--- src/rtl/egress_port_scheduler_pkg.sv ---
// Shared configuration and descriptor types for the egress port scheduler.
// Defaults mirror the switch-wide port count and the frame-buffer address width.
package egress_port_scheduler_pkg;

    localparam int unsigned SW_NUM_PORTS    = 4;
    localparam int unsigned MEM_ADDR_W      = 12;
    localparam int unsigned DESC_FIFO_DEPTH = 8;

    typedef logic [$clog2(SW_NUM_PORTS)-1:0] port_idx_t;

    typedef struct packed {
        logic [MEM_ADDR_W-1:0] ptr;
        port_idx_t             src;
    } egress_desc_t;

endpackage

--- src/rtl/egress_port_scheduler_rr_arbiter.sv ---
// Combinational round-robin arbiter: the first requester at or after rr_ptr_i wins.
module egress_port_scheduler_rr_arbiter #(
    parameter int unsigned NUM_PORTS = 4
) (
    input  logic [NUM_PORTS-1:0]         req_i,
    input  logic [$clog2(NUM_PORTS)-1:0] rr_ptr_i,
    output logic [NUM_PORTS-1:0]         grant_o,
    output logic                         valid_o,
    output logic [$clog2(NUM_PORTS)-1:0] idx_o
);

    localparam int unsigned IDX_W = $clog2(NUM_PORTS);

    logic [IDX_W-1:0] w_j;

    always_comb begin
        grant_o = '0;
        valid_o = 1'b0;
        idx_o   = '0;
        w_j     = '0;
        for (int unsigned off = 0; off < NUM_PORTS; off++) begin
            w_j = IDX_W'((32'(rr_ptr_i) + off) % NUM_PORTS);
            if (!valid_o && req_i[w_j]) begin
                valid_o      = 1'b1;
                idx_o        = w_j;
                grant_o[w_j] = 1'b1;
            end
        end
    end

endmodule

--- src/rtl/egress_port_scheduler.sv ---
// Per-egress-port scheduler: captures ingress forward requests, arbitrates round-robin
// and queues granted frame pointers in a show-ahead descriptor FIFO.
module egress_port_scheduler
    import egress_port_scheduler_pkg::*;
#(
    parameter int unsigned NUM_PORTS  = SW_NUM_PORTS,
    parameter int unsigned ADDR_W     = MEM_ADDR_W,
    parameter int unsigned FIFO_DEPTH = DESC_FIFO_DEPTH
) (
    input  logic                                clk,
    input  logic                                rst,
    input  logic [NUM_PORTS-1:0]                req_i,
    input  logic [NUM_PORTS-1:0][ADDR_W-1:0]    ptr_i,
    output logic [NUM_PORTS-1:0]                drop_o,
    output logic [NUM_PORTS-1:0]                grant_o,
    output logic                                deq_valid_o,
    output logic [ADDR_W-1:0]                   deq_ptr_o,
    output logic [$clog2(NUM_PORTS)-1:0]        deq_src_o,
    input  logic                                deq_ready_i,
    output logic [$clog2(FIFO_DEPTH+1)-1:0]     count_o
);

    localparam int unsigned IDX_W = $clog2(NUM_PORTS);
    localparam int unsigned PTR_W = $clog2(FIFO_DEPTH);
    localparam int unsigned CNT_W = $clog2(FIFO_DEPTH + 1);

    typedef struct packed {
        logic [ADDR_W-1:0] ptr;
        logic [IDX_W-1:0]  src;
    } desc_t;

    logic [NUM_PORTS-1:0]             r_pending, w_pending_d;
    logic [NUM_PORTS-1:0][ADDR_W-1:0] r_held, w_held_d;
    logic [NUM_PORTS-1:0]             r_drop, w_drop_d;
    logic [NUM_PORTS-1:0]             r_grant;
    logic [IDX_W-1:0]                 r_rr_ptr;
    desc_t                            r_mem [FIFO_DEPTH];
    logic [PTR_W-1:0]                 r_wr, r_rd, w_rd_next;
    logic [CNT_W-1:0]                 r_count, w_count_next;
    desc_t                            r_head, w_head_next, w_wr_desc;

    logic                             w_space, w_push, w_pop;
    logic [NUM_PORTS-1:0]             w_arb_gnt;
    logic                             w_arb_valid;
    logic [IDX_W-1:0]                 w_arb_idx;

    // Registered count gates grants; a same-cycle pop never frees space early.
    assign w_space = (r_count < CNT_W'(FIFO_DEPTH));

    egress_port_scheduler_rr_arbiter #(
        .NUM_PORTS (NUM_PORTS)
    ) u_arb (
        .req_i    (r_pending & {NUM_PORTS{w_space}}),
        .rr_ptr_i (r_rr_ptr),
        .grant_o  (w_arb_gnt),
        .valid_o  (w_arb_valid),
        .idx_o    (w_arb_idx)
    );

    assign w_push    = w_arb_valid;
    assign w_pop     = (r_count != '0) && deq_ready_i;
    assign w_wr_desc = '{ptr: r_held[w_arb_idx], src: w_arb_idx};

    always_comb begin
        w_pending_d = r_pending;
        w_held_d    = r_held;
        w_drop_d    = '0;
        for (int unsigned i = 0; i < NUM_PORTS; i++) begin
            if (req_i[i]) begin
                if (!r_pending[i] || w_arb_gnt[i]) begin
                    w_held_d[i]    = ptr_i[i];
                    w_pending_d[i] = 1'b1;
                end else begin
                    w_drop_d[i] = 1'b1;
                end
            end else if (w_arb_gnt[i]) begin
                w_pending_d[i] = 1'b0;
            end
        end
    end

    always_comb begin
        w_rd_next    = w_pop ? r_rd + 1'b1 : r_rd;
        w_count_next = r_count + CNT_W'(w_push) - CNT_W'(w_pop);
        w_head_next  = r_head;
        // A push landing in the slot that becomes head bypasses the storage array.
        if (w_count_next != '0) begin
            w_head_next = (w_push && (r_wr == w_rd_next)) ? w_wr_desc : r_mem[w_rd_next];
        end
    end

    always_ff @(posedge clk) begin
        if (w_push) begin
            r_mem[r_wr] <= w_wr_desc;
        end
    end

    always_ff @(posedge clk) begin
        if (rst) begin
            r_pending <= '0;
            r_held    <= '0;
            r_drop    <= '0;
            r_grant   <= '0;
            r_rr_ptr  <= '0;
            r_wr      <= '0;
            r_rd      <= '0;
            r_count   <= '0;
            r_head    <= '0;
        end else begin
            r_pending <= w_pending_d;
            r_held    <= w_held_d;
            r_drop    <= w_drop_d;
            r_grant   <= w_arb_gnt;
            r_rd      <= w_rd_next;
            r_count   <= w_count_next;
            r_head    <= w_head_next;
            if (w_push) begin
                r_wr     <= r_wr + 1'b1;
                r_rr_ptr <= (w_arb_idx == IDX_W'(NUM_PORTS - 1)) ? '0 : w_arb_idx + 1'b1;
            end
        end
    end

    assign drop_o      = r_drop;
    assign grant_o     = r_grant;
    assign deq_valid_o = (r_count != '0);
    assign deq_ptr_o   = r_head.ptr;
    assign deq_src_o   = r_head.src;
    assign count_o     = r_count;

endmodule

--- config.mk ---
export PLATFORM = sky130hd
export DESIGN_NAME = egress_port_scheduler
export DESIGN_NICKNAME = d
export VERILOG_FILES = /design/src/rtl/egress_port_scheduler_pkg.sv /design/src/rtl/egress_port_scheduler_rr_arbiter.sv /design/src/rtl/egress_port_scheduler.sv
export SDC_FILE = /design/constraint.sdc
export NUM_CORES = 1
export LEC_CHECK = 0
export ABC_AREA = 1
export CELL_PAD_IN_SITES_DETAIL_PLACEMENT = 0
export CELL_PAD_IN_SITES_GLOBAL_PLACEMENT = 2
export CORE_MARGIN = 3
export CORE_UTILIZATION = 36
export DETAILED_ROUTE_END_ITERATION = 8
export PLACE_DENSITY = 0.75
export REMOVE_ABC_BUFFERS = 1
export SLEW_MARGIN = 20
export SYNTH_ARGS = -nofsm -noshare
export SYNTH_HDL_FRONTEND = slang
export SYNTH_SLANG_ARGS = --single-unit
--- constraint.sdc ---
create_clock -name clk -period 5.25 [get_ports clk]
set_clock_uncertainty 0.2 [all_clocks]
set_input_delay 0.525 -clock clk [delete_from_list [all_inputs] [get_ports clk]]
set_output_delay 0.525 -clock clk [all_outputs]
set_load 0.01 [all_outputs]
==> metrics.txt, run 1 <==
# TYPE chip_impl_metric gauge
chip_impl_info{name="status",value="complete, no violations"} 1
chip_impl_metric{name="grt_max_degree",unit=""} 63
chip_impl_metric{name="crit_path_setup_slack_layout",unit="ns"} 0.482
chip_impl_info{name="synthFlopType",value="sky130_fd_sc_hd__edfxtp_1"} 1
chip_impl_metric{name="netlist-cell-type-count",unit=""} 40
chip_impl_metric{name="synth.avg_cell_area",unit="um2"} 9.56
chip_impl_info{name="most-common-layout-cells",value="sky130_fd_sc_hd__edfxtp_1, sky130_fd_sc_hd__nor2_1, sky130_fd_sc_hd__o21ai_0"} 1
chip_impl_metric{name="report.final.hold_viol_count",unit=""} 0
chip_impl_metric{name="clk_latency",unit="ns"} 0.44
chip_impl_info{name="synth_largest_area_cell",value="sky130_fd_sc_hd__edfxtp_1"} 1
chip_impl_metric{name="timing.fmax",unit="MHz"} 210
chip_impl_metric{name="die_area",unit="mm2"} 0.0268
chip_impl_metric{name="number_of_global_route_vias_before_repair",unit=""} 6296
chip_impl_metric{name="routed-via-count",unit=""} 6377
chip_impl_metric{name="finalCoreUtilization",unit="%"} 43.7
chip_impl_metric{name="drive_gt1_share",unit="%"} 13.7
chip_impl_info{name="timing.rr.start",value="r_rr_ptr[0]$_SDFFE_PP0P_"} 1
chip_impl_metric{name="final_layout_net_count",unit=""} 1070
chip_impl_metric{name="drc",unit=""} 0
chip_impl_metric{name="grtUsageTotal",unit="%"} 17.4
chip_impl_metric{name="grt_first_pass_wirelength",unit="um"} 35700
chip_impl_metric{name="drt-initial-drc-count",unit=""} 473
chip_impl_metric{name="design_power_total",unit="mW"} 7.66
chip_impl_metric{name="total_negative_slack_for_setup_checks",unit="ns"} 0
chip_impl_metric{name="whs",unit="ns"} 0.257
chip_impl_metric{name="final_antenna_net_count",unit=""} 0
chip_impl_metric{name="cap_viol_max_count",unit=""} 0
chip_impl_info{name="crit_type",value="flip-flop to flip-flop"} 1
chip_impl_metric{name="floorplan.core_area",unit="mm2"} 0.0244
chip_impl_metric{name="x_dimension_of_the_die",unit="um"} 164
chip_impl_metric{name="share_of_synthesized_registers_carrying_an_async_set_or_reset",unit="%"} 0
chip_impl_info{name="worstHoldStart",value="r_held[12]$_SDFFE_PP0P_"} 1
chip_impl_info{name="worst_setup_path_end_kind",value="flip-flop"} 1
chip_impl_metric{name="path_max_fanout",unit=""} 12
chip_impl_metric{name="synth.top_cell.area_share",unit="%"} 37.6
chip_impl_info{name="synthTopCellsByArea",value="sky130_fd_sc_hd__edfxtp_1, sky130_fd_sc_hd__dfxtp_1, sky130_fd_sc_hd__o21ai_0"} 1
chip_impl_info{name="crit_path_cell_trace",value="inv_2 -> ha_1 -> inv_1 -> nand3_1 -> nand2_2 -> nand2_4 -> nor2_4 -> nand2_4 -> clkinv_1 -> ha_1 -> inv_1 -> ha_1 -> fa_1 -> xor2_1 -> nor4_4 -> clkinvlp_4 -> o21ai_0 -> a21oi_1"} 1
chip_impl_info{name="worst_path_slowest_cell",value="sky130_fd_sc_hd__dfxtp_1"} 1
chip_impl_metric{name="path_clk_slew",unit="ns"} 0.08
chip_impl_metric{name="num-fill-cells",unit=""} 2429
chip_impl_metric{name="wire_per_inst",unit="um"} 16.8
chip_impl_info{name="crit_path_from",value="r_rr_ptr[0]$_SDFFE_PP0P_"} 1
chip_impl_metric{name="synth_seq_cells",unit=""} 198
chip_impl_metric{name="p_per_area",unit="mW/mm2"} 719
chip_impl_metric{name="std_cell_rows",unit=""} 57
chip_impl_metric{name="wirelength",unit="um"} 22400
chip_impl_info{name="clock_tree.root_cell",value="sky130_fd_sc_hd__clkbuf_16"} 1
chip_impl_metric{name="first_pass_iters",unit=""} 4
chip_impl_metric{name="worstMarginPinSlew",unit="ns"} 1.03
chip_impl_metric{name="final_cells",unit=""} 1335
chip_impl_info{name="most_common_cell_after_layout_fill_and_taps_aside",value="sky130_fd_sc_hd__edfxtp_1"} 1
chip_impl_metric{name="cp_slowest_stage_delay",unit="ns"} 0.61
chip_impl_metric{name="n_antenna_cell",unit=""} 0
chip_impl_metric{name="placedInstanceArea",unit="mm2"} 0.00998
chip_impl_info{name="cp_top_family",value="adder cells"} 1
chip_impl_metric{name="timing_max_transition_violations_final",unit=""} 0
chip_impl_metric{name="grt.overflow.total",unit=""} 0
chip_impl_metric{name="number_of_buffers_inserted_during_clock_tree_synthesis",unit=""} 17
chip_impl_info{name="tritoncts",value="yes"} 1
chip_impl_metric{name="cts-htree-levels",unit=""} 4
chip_impl_metric{name="maximum_vdd_drop",unit="mV"} 0.333
chip_impl_metric{name="die-height",unit="um"} 164
chip_impl_metric{name="post_cts_hold_buffer_count",unit=""} 0
chip_impl_metric{name="dp_cells",unit=""} 1301
chip_impl_metric{name="clock_sink_count",unit=""} 198
chip_impl_metric{name="required",unit="ns"} 5.37
chip_impl_metric{name="cts_max_path_buffers",unit=""} 2
chip_impl_metric{name="relSlewSlack",unit="%"} 31.6
chip_impl_metric{name="finish.instance_area",unit="mm2"} 0.0106
chip_impl_metric{name="finalCritPeriodShare",unit="%"} 90.8
chip_impl_metric{name="syn-cell-area",unit="mm2"} 0.00894
chip_impl_metric{name="critPathArrivalTime",unit="ns"} 4.89
chip_impl_metric{name="ys_seq_area_share",unit="%"} 56.9
chip_impl_metric{name="cellLeakagePower",unit="nW"} 4.05
chip_impl_info{name="grt_setup_unrepaired",value="false"} 1
chip_impl_metric{name="path_buf_inv",unit=""} 5
chip_impl_metric{name="detailedPlace.worstSlack",unit="ns"} 0.563
chip_impl_metric{name="syn_to_final_growth",unit="%"} 19.1
chip_impl_info{name="setup.worst_path.start_class",value="flip-flop"} 1
chip_impl_metric{name="floorplan.initialDensity",unit="%"} 36.6
chip_impl_metric{name="globalplace.congestion",unit=""} 0.758
chip_impl_metric{name="hpwlAfterDp",unit="um"} 14300
chip_impl_metric{name="synth_enable_flop_cells",unit=""} 112
chip_impl_metric{name="viasPerCell",unit=""} 4.78
chip_impl_metric{name="synth-warning-count",unit=""} 0
chip_impl_metric{name="setup_viol",unit=""} 0
chip_impl_metric{name="post_synthesis_instance_total",unit=""} 935
chip_impl_metric{name="period_minus_slack",unit="ns"} 4.77
chip_impl_metric{name="antenna_found_initial",unit=""} 0
chip_impl_metric{name="port-buffer-count",unit=""} 81
chip_impl_info{name="timing.critical_path.mode_cell",value="sky130_fd_sc_hd__ha_1"} 1
chip_impl_info{name="min_path_type",value="flip-flop to flip-flop"} 1
chip_impl_metric{name="ios",unit=""} 82
-- sequential cells by signal, summed over array words and instances, names as in the netlist --
register,cells
r_mem,112
r_wr,3
deq_ptr_o,12
r_pending,4
r_held,48
deq_src_o,2
count_o,4
r_rd,3
r_rr_ptr,2
grant_o,4
drop_o,4
-- final cells by class --
class	count	area, um2	share of cell area, %
flip-flops and latches	198	5080	47.8
multi-input cells	595	3270	30.7
repair buffers	89	871	8.18
clock buffers	17	425	4.00
well taps	324	405	3.81
inverters	96	367	3.44
clock inverters	15	215	2.02
repair inverters	1	7.51	0.0705
-- logic make-up after synthesis --
group	count (synthesis)	synth area share, %
compound gates	202	12.3
buf+inv	142	6.83
flops	198	56.9
simple gates	371	20.6
fa+ha+maj	17	2.46
xor+xnor	5	0.910
-- final timing paths --
path,cells after the start,to,slack (ns)
worst max-delay path,18,deq_ptr_o[10]$_SDFFE_PP0P_,0.48
worst min-delay path,2,r_held[12]$_SDFFE_PP0P_,0.26
worst max register to register,18,deq_ptr_o[10]$_SDFFE_PP0P_,0.48
worst min register to register,2,r_held[12]$_SDFFE_PP0P_,0.26
-- tightest hold or removal path, delay by kind of cell (launching register included) --
| family | cells | cell delay [ns] |
|---|---|---|
| DFF | 1 | 0.31 |
| buffers and inverters | 1 | 0.06 |
| AOI/OAI and AO/OA | 1 | 0.05 |
-- what timing repair did --
action | 4_1_cts | 5_1_grt
resized for setup | 0 | 3
buffers inserted | 0 | 1
hold endpoints to repair | 0 | 0
setup endpoints to repair | 0 | 1
-- per-layer routing --
metal / wire, um / up-vias / share of wire [%] / global-route usage (%)
met1: 10900 / 2977 / 49 / 24.6
met5: 0 / - / 0 / 0
met4: 206 / 0 / 0.92 / 4.15
li1: - / 3284 / - / -
met3: 713 / 11 / 3.2 / 2.76
met2: 10600 / 105 / 47 / 28.2
-- power breakdown --
part | internal, mW | switching (mW) | leakage (nW) | total [mW]
combinational | 1.11 | 2.57 | 1.99 | 3.68
sequential | 2.44 | 0.153 | 1.75 | 2.60
clock | 0.673 | 0.714 | 0.309 | 1.39
-- Yosys cell counts, types with 2 or more instances --
cell,count
sky130_fd_sc_hd__xor2_4,2
sky130_fd_sc_hd__nand2_1,96
sky130_fd_sc_hd__nor2_1,114
sky130_fd_sc_hd__nand4_1,3
sky130_fd_sc_hd__nand2_2,20
sky130_fd_sc_hd__inv_1,84
sky130_fd_sc_hd__or2_2,22
sky130_fd_sc_hd__buf_8,2
sky130_fd_sc_hd__nor3_1,5
sky130_fd_sc_hd__clkbuf_1,24
sky130_fd_sc_hd__nand3_4,2
sky130_fd_sc_hd__nor2_2,2
sky130_fd_sc_hd__buf_2,12
sky130_fd_sc_hd__o21ai_1,19
sky130_fd_sc_hd__buf_4,6
sky130_fd_sc_hd__o22ai_1,2
sky130_fd_sc_hd__o21ai_0,102
sky130_fd_sc_hd__and2_1,11
sky130_fd_sc_hd__a21oi_2,3
sky130_fd_sc_hd__a21oi_1,47
sky130_fd_sc_hd__edfxtp_1,112
sky130_fd_sc_hd__inv_2,10
sky130_fd_sc_hd__ha_1,16
sky130_fd_sc_hd__dfxtp_1,86
sky130_fd_sc_hd__xor2_1,3
sky130_fd_sc_hd__nand3_1,70
sky130_fd_sc_hd__buf_6,2
sky130_fd_sc_hd__o211ai_1,24
sky130_fd_sc_hd__nand2_4,4
sky130_fd_sc_hd__nand3_2,18
sky130_fd_sc_hd__nor2_4,2
sky130_fd_sc_hd__o21bai_1,2
Note: power is estimated with default switching activity, not from simulation.
==> run 2: changes to the inputs <==
--- a/config.mk
+++ b/config.mk
@@ -8,6 +8,7 @@
 export ABC_AREA = 1
 export CELL_PAD_IN_SITES_DETAIL_PLACEMENT = 0
 export CELL_PAD_IN_SITES_GLOBAL_PLACEMENT = 2
+export CORE_ASPECT_RATIO = 1.4
 export CORE_MARGIN = 3
 export CORE_UTILIZATION = 36
 export DETAILED_ROUTE_END_ITERATION = 8
==> run 2 against run 1 <==
Against the previous run: sequential power about the same; via count is essentially flat; final area fell by 0.73%; non-clock buffer count decreased by 1; flip-flop and latch count stayed put; fmax increased by 2.5%; clock power is 5% lower; final cell count is 1.2% lower; worst setup slack better by 0.12 ns; critical path type unchanged; critical endpoint unchanged; largest power group unchanged.
==> metrics.txt, run 2 (synthesis gave the netlist of run 1 again) <==
# TYPE chip_impl_metric gauge
chip_impl_info{name="status",value="complete, no violations"} 1
chip_impl_metric{name="number_of_global_route_vias_before_repair",unit=""} 6350
chip_impl_metric{name="ios",unit=""} 82
chip_impl_info{name="grt_most_used_layer",value="met2"} 1
chip_impl_metric{name="grt_max_degree",unit=""} 60
chip_impl_metric{name="wire_per_inst",unit="um"} 16.7
chip_impl_metric{name="drc",unit=""} 0
chip_impl_metric{name="total_area_of_multi_input_combinational_cells",unit="mm2"} 0.00327
chip_impl_metric{name="wirelength",unit="um"} 22000
chip_impl_metric{name="grtUsageTotal",unit="%"} 16.9
chip_impl_metric{name="number_of_buffers_inserted_during_clock_tree_synthesis",unit=""} 17
chip_impl_info{name="crit_type",value="flip-flop to flip-flop"} 1
chip_impl_info{name="grt_setup_unrepaired",value="false"} 1
chip_impl_metric{name="hpwlAfterDp",unit="um"} 14500
chip_impl_metric{name="finalCoreUtilization",unit="%"} 43.6
chip_impl_metric{name="path_clk_slew",unit="ns"} 0.08
chip_impl_metric{name="antenna_found_initial",unit=""} 0
chip_impl_metric{name="whs",unit="ns"} 0.260
chip_impl_metric{name="rr_worst_depth",unit=""} 18
chip_impl_metric{name="grt_first_pass_wirelength",unit="um"} 35300
chip_impl_metric{name="worstMarginPinSlew",unit="ns"} 1.04
chip_impl_metric{name="die-height",unit="um"} 192
chip_impl_metric{name="min_path_cells",unit=""} 2
chip_impl_metric{name="drive_gt1_share",unit="%"} 13.6
chip_impl_metric{name="routed-via-count",unit=""} 6383
chip_impl_metric{name="rrSetupSlack",unit="ns"} 0.60
chip_impl_metric{name="cts_max_path_buffers",unit=""} 2
chip_impl_metric{name="clk_latency",unit="ns"} 0.44
chip_impl_metric{name="final_antenna_net_count",unit=""} 0
chip_impl_metric{name="final_layout_net_count",unit=""} 1068
chip_impl_info{name="tritoncts",value="yes"} 1
chip_impl_metric{name="finalCritPeriodShare",unit="%"} 88.6
chip_impl_metric{name="p_per_area",unit="mW/mm2"} 709
chip_impl_info{name="top_register",value="r_mem"} 1
chip_impl_metric{name="timing_max_transition_violations_final",unit=""} 0
chip_impl_metric{name="n_antenna_cell",unit=""} 0
chip_impl_metric{name="path_max_fanout",unit=""} 24
chip_impl_metric{name="total_negative_slack_for_setup_checks",unit="ns"} 0
chip_impl_metric{name="gr-usage-met2",unit="%"} 29.8
chip_impl_info{name="clock_tree.root_cell",value="sky130_fd_sc_hd__clkbuf_16"} 1
chip_impl_info{name="worst_setup_path_end_kind",value="flip-flop"} 1
chip_impl_metric{name="num-fill-cells",unit=""} 2375
chip_impl_metric{name="cap_viol_max_count",unit=""} 0
chip_impl_metric{name="clock_sink_count",unit=""} 198
chip_impl_metric{name="post_cts_buffers",unit=""} 0
chip_impl_metric{name="viasPerCell",unit=""} 4.84
chip_impl_metric{name="largest_reg_flops",unit=""} 112
chip_impl_metric{name="post_cts_hold_buffer_count",unit=""} 0
chip_impl_metric{name="report.final.hold_viol_count",unit=""} 0
chip_impl_metric{name="required",unit="ns"} 5.37
chip_impl_info{name="crit_path_cell_trace",value="inv_2 -> ha_1 -> inv_1 -> nand3_1 -> nand2_2 -> nand2_4 -> nor2_4 -> nand2_4 -> clkinv_1 -> ha_1 -> inv_1 -> ha_1 -> fa_1 -> xor2_1 -> nor4_2 -> inv_1 -> o21ai_0 -> a21oi_1"} 1
chip_impl_metric{name="drt-initial-drc-count",unit=""} 438
chip_impl_metric{name="cp_slowest_stage_delay",unit="ns"} 0.59
chip_impl_info{name="setup.worst_path.start_class",value="flip-flop"} 1
chip_impl_info{name="worst_path_slowest_cell",value="sky130_fd_sc_hd__dfxtp_1"} 1
chip_impl_info{name="most_common_cell_after_layout_fill_and_taps_aside",value="sky130_fd_sc_hd__edfxtp_1"} 1
chip_impl_metric{name="floorplan.initialDensity",unit="%"} 36.9
chip_impl_metric{name="setup_viol",unit=""} 0
chip_impl_metric{name="floorplan.core_area",unit="mm2"} 0.0242
chip_impl_metric{name="met1_grt_util",unit="%"} 21.0
chip_impl_metric{name="x_dimension_of_the_die",unit="um"} 139
chip_impl_metric{name="first_pass_iters",unit=""} 5
chip_impl_metric{name="cellLeakagePower",unit="nW"} 4.03
chip_impl_metric{name="globalplace.congestion",unit=""} 0.763
chip_impl_metric{name="critPathArrivalTime",unit="ns"} 4.77
chip_impl_metric{name="cts-htree-levels",unit=""} 4
chip_impl_metric{name="relSlewSlack",unit="%"} 30.3
chip_impl_metric{name="syn_to_final_growth",unit="%"} 18.3
chip_impl_metric{name="ff_latch_area",unit="mm2"} 0.00508
chip_impl_metric{name="timing.fmax",unit="MHz"} 215
chip_impl_metric{name="grt.overflow.total",unit=""} 0
chip_impl_info{name="min_path_type",value="flip-flop to flip-flop"} 1
chip_impl_metric{name="maximum_vdd_drop",unit="mV"} 0.299
chip_impl_metric{name="globalRouteMet3Util",unit="%"} 3.84
chip_impl_metric{name="port-buffer-count",unit=""} 81
chip_impl_metric{name="ctsResizeCount",unit=""} 0
chip_impl_metric{name="period_minus_slack",unit="ns"} 4.65
chip_impl_info{name="most-common-layout-cells",value="sky130_fd_sc_hd__edfxtp_1, sky130_fd_sc_hd__nor2_1, sky130_fd_sc_hd__o21ai_0"} 1
chip_impl_metric{name="std_cell_rows",unit=""} 67
chip_impl_metric{name="die_area",unit="mm2"} 0.0268
==> run 2: changes by cell type in the layout (fill, tap and decap cells not counted), sizes merged <==
cell / previous run / this run
clkinv: 6 / 5
inv: 104 / 100
bufinv: 0 / 1
buf: 8 / 7
clkbuf: 17 / 20
==> run 2: layer usage <==
metal  vias to the layer above  share of wire, %  wire length [um]
li1                       3273                 -                 -
met1                      2970                44              9760
met2                       117                50             11000
met3                        23               4.1               896
met4                         0               1.6               346
met5                         -                 0                 0
==> run 2: critical path: cells and delay by family (launching register included) <==
kind	cells	cell delay, ns
AO/OA/AOI/OAI	2	0.35
XOR/XNOR	1	0.19
adder cells (fa/ha/maj)	4	1.30
buffers and inverters	5	1.00
flip-flops	1	0.59
AND/OR/NAND/NOR	6	0.88
==> run 2: per-stage QoR <==
| step | total power [mW] | setup WS (ns) | std cells | area [um2] |
|---|---|---|---|---|
| after floorplan | 4.99 | 1.24 | 889 | 8690 |
| after CTS | 7.61 | 0.554 | 1319 | 10600 |
| final | 7.50 | 0.598 | 1319 | 10600 |
| after global placement | 6.23 | 0.739 | 1287 | 9960 |
| after global routing | 8.15 | 0.0514 | 1319 | 10600 |
| after detailed placement | 6.27 | 0.584 | 1287 | 9960 |
==> run 2: path summary, 6_finish.rpt <==
kind	from	endpoint
worst max-delay path	r_rr_ptr[0]$_SDFFE_PP0P_	deq_ptr_o[10]$_SDFFE_PP0P_
worst min-delay path	r_held[22]$_SDFFE_PP0P_	r_held[22]$_SDFFE_PP0P_
worst max register to register	r_rr_ptr[0]$_SDFFE_PP0P_	deq_ptr_o[10]$_SDFFE_PP0P_
worst min register to register	r_held[22]$_SDFFE_PP0P_	r_held[22]$_SDFFE_PP0P_
==> run 2: where the power goes <==
part,internal (mW),switching [mW],total (mW)
combinational,1.09,2.49,3.59
sequential,2.44,0.146,2.59
clock,0.710,0.611,1.32
==> run 2: final cells by class <==
type	instances	share of cell area (%)
flip-flops and latches	198	48.1
repair buffers	88	8.17
inverters	96	3.43
multi-input cells	595	30.9
well taps	310	3.67
clock inverters	12	1.31
clock buffers	20	4.42
